## config.mk

```make
export PLATFORM = sky130hd
export DESIGN_NAME = ccff_loader
export DESIGN_NICKNAME = d
export VERILOG_FILES = /design/src/rtl/ccff_loader.sv
export SDC_FILE = /design/constraint.sdc
export NUM_CORES = 1
export LEC_CHECK = 0
export BUFFER_PORTS_ARGS = -buffer_cell sky130_fd_sc_hd__buf_4
export CAP_MARGIN = 10
export CORE_MARGIN = 8
export CORE_UTILIZATION = 56
export CTS_BUF_LIST = sky130_fd_sc_hd__clkbuf_4
export CTS_CLUSTER_DIAMETER = 60
export DETAILED_ROUTE_END_ITERATION = 6
export HOLD_SLACK_MARGIN = 0.12
export PLACE_DENSITY = 0.82
export SLEW_MARGIN = 20
export SYNTH_ARGS = -nofsm -noshare
export SYNTH_HDL_FRONTEND = slang
export SYNTH_SLANG_ARGS = --single-unit
```

## constraint.sdc

```tcl
create_clock -name CK -period 1.7 [get_ports CK]
set_clock_uncertainty 0.05 [all_clocks]
set_input_delay 0.255 -clock CK [delete_from_list [all_inputs] [get_ports CK]]
set_output_delay 0.255 -clock CK [all_outputs]
set_load 0.1 [all_outputs]
```

## src/rtl/ccff_loader.sv

```systemverilog
// Configuration-chain loader: streams DATA_W-bit bitstream words MSB first
// into a CHAIN_LEN-bit configuration chain, one bit per ccff_shift cycle.
module ccff_loader #(
    parameter int DATA_W    = 8,
    parameter int CHAIN_LEN = 1024,
    parameter int CNT_W     = 16
) (
    input  logic              CK,
    input  logic              RSTN,
    input  logic              start,
    input  logic              abort,
    input  logic [DATA_W-1:0] din,
    input  logic              din_valid,
    output logic              din_ready,
    output logic              ccff_head,
    output logic              ccff_shift,
    output logic              busy,
    output logic              done,
    output logic              err,
    output logic [CNT_W-1:0]  bit_cnt
);

    // state | meaning
    // IDLE  | waiting for start
    // LOAD  | waiting for a bitstream word on din
    // SHIFT | driving one bit per cycle into the chain
    // DONE  | one-cycle completion pulse
    typedef enum logic [1:0] {
        IDLE  = 2'd0,
        LOAD  = 2'd1,
        SHIFT = 2'd2,
        DONE  = 2'd3
    } state_t;

    localparam int               WC_W       = $clog2(DATA_W + 1);
    localparam logic [WC_W-1:0]  WORD_LAST  = WC_W'(DATA_W - 1);
    localparam logic [CNT_W-1:0] CHAIN_LAST = CNT_W'(CHAIN_LEN - 1);

    state_t            state_q, state_d;
    logic [DATA_W-1:0] sreg_q, sreg_d;
    logic [WC_W-1:0]   word_cnt_q, word_cnt_d;
    logic [CNT_W-1:0]  bit_cnt_q, bit_cnt_d;
    logic              err_q, err_d;

    always_ff @(posedge CK or negedge RSTN) begin
        if (!RSTN) begin
            state_q    <= IDLE;
            sreg_q     <= '0;
            word_cnt_q <= '0;
            bit_cnt_q  <= '0;
            err_q      <= 1'b0;
        end else begin
            state_q    <= state_d;
            sreg_q     <= sreg_d;
            word_cnt_q <= word_cnt_d;
            bit_cnt_q  <= bit_cnt_d;
            err_q      <= err_d;
        end
    end

    always_comb begin
        state_d    = state_q;
        sreg_d     = sreg_q;
        word_cnt_d = word_cnt_q;
        bit_cnt_d  = bit_cnt_q;
        err_d      = err_q | (start & (state_q != IDLE));

        unique case (state_q)
            IDLE: begin
                if (start) begin
                    state_d   = LOAD;
                    bit_cnt_d = '0;
                end
            end
            LOAD: begin
                if (abort) begin
                    state_d = IDLE;
                end else if (din_valid) begin
                    sreg_d     = din;
                    word_cnt_d = '0;
                    state_d    = SHIFT;
                end
            end
            SHIFT: begin
                // The bit on ccff_head this cycle enters the chain even when
                // aborting, so it is always counted.
                sreg_d     = sreg_q << 1;
                bit_cnt_d  = bit_cnt_q + CNT_W'(1);
                word_cnt_d = word_cnt_q + WC_W'(1);
                if (abort) begin
                    state_d = IDLE;
                end else if (bit_cnt_q == CHAIN_LAST) begin
                    state_d = DONE;
                end else if (word_cnt_q == WORD_LAST) begin
                    state_d = LOAD;
                end
            end
            DONE: begin
                state_d = IDLE;
            end
            default: begin
                state_d = IDLE;
            end
        endcase
    end

    assign ccff_shift = (state_q == SHIFT);
    assign ccff_head  = ccff_shift & sreg_q[DATA_W-1];
    assign din_ready  = (state_q == LOAD);
    assign busy       = (state_q != IDLE);
    assign done       = (state_q == DONE);
    assign err        = err_q;
    assign bit_cnt    = bit_cnt_q;

endmodule

```

Word-level counts from Yosys, hierarchy flattened. Cells that the tools add are included.

Flip-flop bits (word level): 31. Input bits: 13. Word-level logic and storage cells: 42.

Add/subtract/negate cells: 2. Eq/ne operators: 10. Mux-type cells: 15. Bitwise gates (word level): 3. Reductions and logical operators: 7.

Operators by type and width (number): 16-bit one-hot mux with 2 select lines (1); 16-bit by 1-bit adder with 16-bit output (second input constant) (1); 16-bit by 10-bit == test with 1-bit output (second input constant) (1); 16-bit two-way mux (1); 8-bit two-way mux (2); 8-bit one-hot mux with 2 select lines (1); 2-bit two-way mux (6); 4-bit two-way mux (2); 2-bit one-hot mux with 4 select lines (1); 4-bit one-hot mux with 2 select lines (1); 2-bit inequality test (second input constant) (3); 3-bit AND reduction (2); 2-bit nonzero test (3); 4-bit by 1-bit adder with 4-bit output (second input constant) (1); 2-bit == test (second input constant) (2); 4-bit by 3-bit == test with 1-bit output (second input constant) (1); 4-bit by 2-bit inequality test with 1-bit output (second input constant) (1); 3-bit inequality test (second input constant) (1); 1-bit AND (2); 2-bit by 1-bit == test with 1-bit output (second input constant) (1); 2-bit logical NOT (1); 2-bit AND reduction (1); 1-bit bitwise OR (1).

Longest topological paths before layout.
Depth after elaboration: 5. Mapped depth: 6. Mapped depth without buffers: 5.

Least setup slack after synthesis. OpenSTA, ideal clock, no wires.

Kind: flip-flop to output port. Start point: register state_q[0]. End point: output port ccff_head. Data arrival time: 2006 ps. Required time: 1395 ps. Path slack: -611 ps. Cell stages (with the launch flop): 5. Path buffers: 1. Cell sequence: dfrtp_1 > nand2b_1 > clkinv_1 > buf_2 > and2_1.

Cells in the longest elaborated chain, start to end: 2.

Ends and longest elaborated chain: start, declared (line 39) `state_t state_q, state_d;`; start signal, assigned (line 53) `state_q <= state_d;`; 2-bit == test (line 107) `assign ccff_shift = (state_q == SHIFT);`; named net ccff_shift (line 16) `output logic ccff_shift,`; 1-bit AND (line 108) `assign ccff_head = ccff_shift & sreg_q[DATA_W-1];`; end, declared (line 15) `output logic ccff_head,`.

The timed path passes the listed nets, and every way through them passes these cells.

Final worst setup path.
Start point: register state_q[1]. End point: output port busy.

Cells in the longest elaborated chain, start to end: 1.

Ends and longest elaborated chain: 2-bit nonzero test (line 110) `assign busy = (state_q != IDLE);`; end, declared (line 17) `output logic busy,`.

Every way passes these cells.

==> run metrics <==
Max-slew headroom=roughly three quarters; Crit Path Category=flip-flop to primary output; core area=2760 um^2; status=finished, final reports clean; Initial Utilization=between 50 and 60%; Pwr Density=988 nW/um^2; Remaining DRCs=0; Final min period=1.66 ns; maxcap violations=0; CP Launch Type=flip-flop; Clock power frac=26.6%; wire per inst=16.6 um; CTS Buffer Depth=2; top cells by count, synth=31 x dfrtp_1, 28 x nand2_1, 15 x nor2_1, 10 x mux2i_1, 8 x o21ai_0; share of cells above drive strength 1=37.8%; DIE AREA=~4900 um^2; Peak VDD IR=0.00100 V; Synth top area share=roughly half; Post-Syn Area=between 1500 and 2000 um^2; CP max-delay cell=dfrtp_2; largest net degree at the start of global routing=32; Final Non-Filler Cells=248; Die Ht=about 70 um; Comb pwr share=27.8%; Final Hold Viols=0; die width=69.7 um; first-pass GRT wire length=between 6 and 7 mm; Worst R2R Setup Slack=0.09 ns; first-pass detailed-route iteration total=4; CP max FO=8; Reg clk slew, reported paths=roughly 0.090 ns; Synth Register Bits=31; switch share=34.3%; Post-Syn Area per Cell=roughly 9.6 um^2; smallest hold slack=0.130 ns; H-tree depth=2; num rows=19; via count=1,456; Root Driver=clkbuf_4; syn_nets=~180; Hold Crit Class=primary input to flip-flop; Final setup violation count=0; Area growth syn-to-layout=33.4%; sw power=0.000729 W; worst path cell trace=buf_6 > or2_4 > buf_12; CTS tree=done; slowest cell delay on critical path=roughly 0.44 ns; vias in the first global route=1,490; clock latency on the worst-skew pair=0.34 ns; RSZ-0062 raised after global routing=no; count leader, synth=dfrtp_1; # clock sinks=31; I/O pin count=35; Place WS=0.0359 ns; placed wire-length estimate=~2.9 mm; synth warn=0; Synth area leaders=dfrtp_1 48%, nand2_1 6.5%, mux2i_1 6.2%; Synth area leader=dfrtp_1; Syn Inst Count=168; Post-synth EDFFs=0; leakage power=0.974 nW; CTS Buf Count=5; Final Max Slew Viols=0; Placed Instances=between 200 and 250; initial antenna violation count=0; vias per cell=about 5.9; setup ws final=~0.039 ns; Worst Tran Pin Value=0.400 ns; final worst path period share=97.7%; Int Pwr=0.00140 W; final wirelength=4.11 mm; Synth Flop Type=dfrtp_1; antenna cells=0; gp weighted congestion=0.821; maximum clock rate=602 MHz; remaining global-route overflow=0; IO Port Bufs=34; final core occ=78.0%; Netlist cell types=42; Seq/Total Area, Yosys=48.1%; required time of the critical path=1.39 ns; Post-synth ARST share=100%; Iter 0 DRT Violations=98; Flop pwr share=45.7%; nets=around 230; GRT Util Overall=between 10% and 20%; Worst EP arrival=between 1 and 1.5 ns; Worst Setup End Kind=primary output; antenna viol nets, final=0; Final Power=0.00212 W
==> cells in the final DEF (no fill, tap or decap), types with 2 or more instances in the layout <==
master         instances
dfrtp_2               13
nand4_1                5
buf_4                 39
nor3_2                 2
clkbuf_4               5
a31oi_1                4
inv_1                  2
nand3_1                6
nand2_1               28
dfrtp_1               16
o22ai_1                5
dfrtp_4                2
dlygate4sd3_1          5
or2_4                  2
and3_1                 2
nand3_4                2
nand3b_1               2
buf_8                  2
mux2i_1               10
buf_6                  2
nor3_1                 7
nor2_1                15
o21ai_0                8
o21ai_1                7
==> flip-flops by register name (all words and copies together) (netlist names) <==
register and flops:
word_cnt_q 4, sreg_q 8, state_q 2, bit_cnt 16
err 1
==> power groups by stage <==
stage | clock (W) | combinational [W] | sequential (W)
final | 0.000565 | 0.000590 | 0.000970
after global placement | 0 | 0.000512 | 0.000969
after floorplan | 0 | 0.000330 | 0.00102
after global routing | 0.000605 | 0.000638 | 0.000978
after CTS | 0.000576 | 0.000576 | 0.000966
after detailed placement | 0 | 0.000535 | 0.000980
==> metrics by stage <==
step	setup TNS, ns	instance area, um^2
5_1_grt	0	2150
3_5_place_dp	0	1950
3_3_place_gp	0	1950
2_1_floorplan	-0.346	1650
6_report	0	2150
4_1_cts	0	2120
==> critical path: cells and delay by family, from the launching register on <==
kind                   cells  cell delay, ns
and+or+nand+nor            1            0.27
buffers and inverters      2            0.31
DFF                        1            0.44
==> cell type report <==
type	instances	area [um^2]
multi-input combinational	126	805
sequential	31	800
fill	197	607
timing repair buffer	49	415
clock inverter	3	38.8
tap	31	38.8
clock buffer	5	37.5
inverter	3	16.3
==> repair_timing <==
| action | 4_1_cts | 5_1_grt |
|---|---|---|
| hold endpoints to repair | 35 | 0 |
| setup buffers | 1 | 2 |
| hold buffers | 5 | 0 |
| gates cloned | 0 | 0 |
| gates resized for setup | 11 | 4 |
| setup endpoints to repair | 3 | 4 |
==> kinds of logic (layout without fill, tap and decap cells) <==
kind of cell               after synthesis  after routing  share of synthesized area [%]
AOI/OAI and AO/OA                       30             30                           10.9
buffers and inverters                   11             60                           3.65
and+or+nand+nor                         84             84                           29.6
adders and majority gates                2              2                           1.55
muxes                                   10             10                           6.21
DFF                                     31             31                           48.1
==> routing by layer <==
metal	wire length, um	GRT usage (%)	part of all wire (%)	up-vias
li1	-	-	-	698
met5	0	0	0	-
met1	1750	19.4	43	708
met2	2070	28.7	50	44
met4	44	8.04	1.1	0
met3	245	4.72	6.0	6
==> worst paths after layout <==
check,start,end,cells after the start
max,state_q[1]$_DFFE_PN0P_,busy,3
min,din[7],sreg_q[7]$_DFFE_PN0P_,3
max reg2reg,state_q[1]$_DFFE_PN0P_,bit_cnt[6]$_DFFE_PN0P_,5
min reg2reg,err$_DFF_PN0_,err$_DFF_PN0_,1
max in group asynchronous,RSTN,bit_cnt[1]$_DFFE_PN0P_,2
min in group asynchronous,RSTN,bit_cnt[5]$_DFFE_PN0P_,2
(Power assumes the default switching activity.)
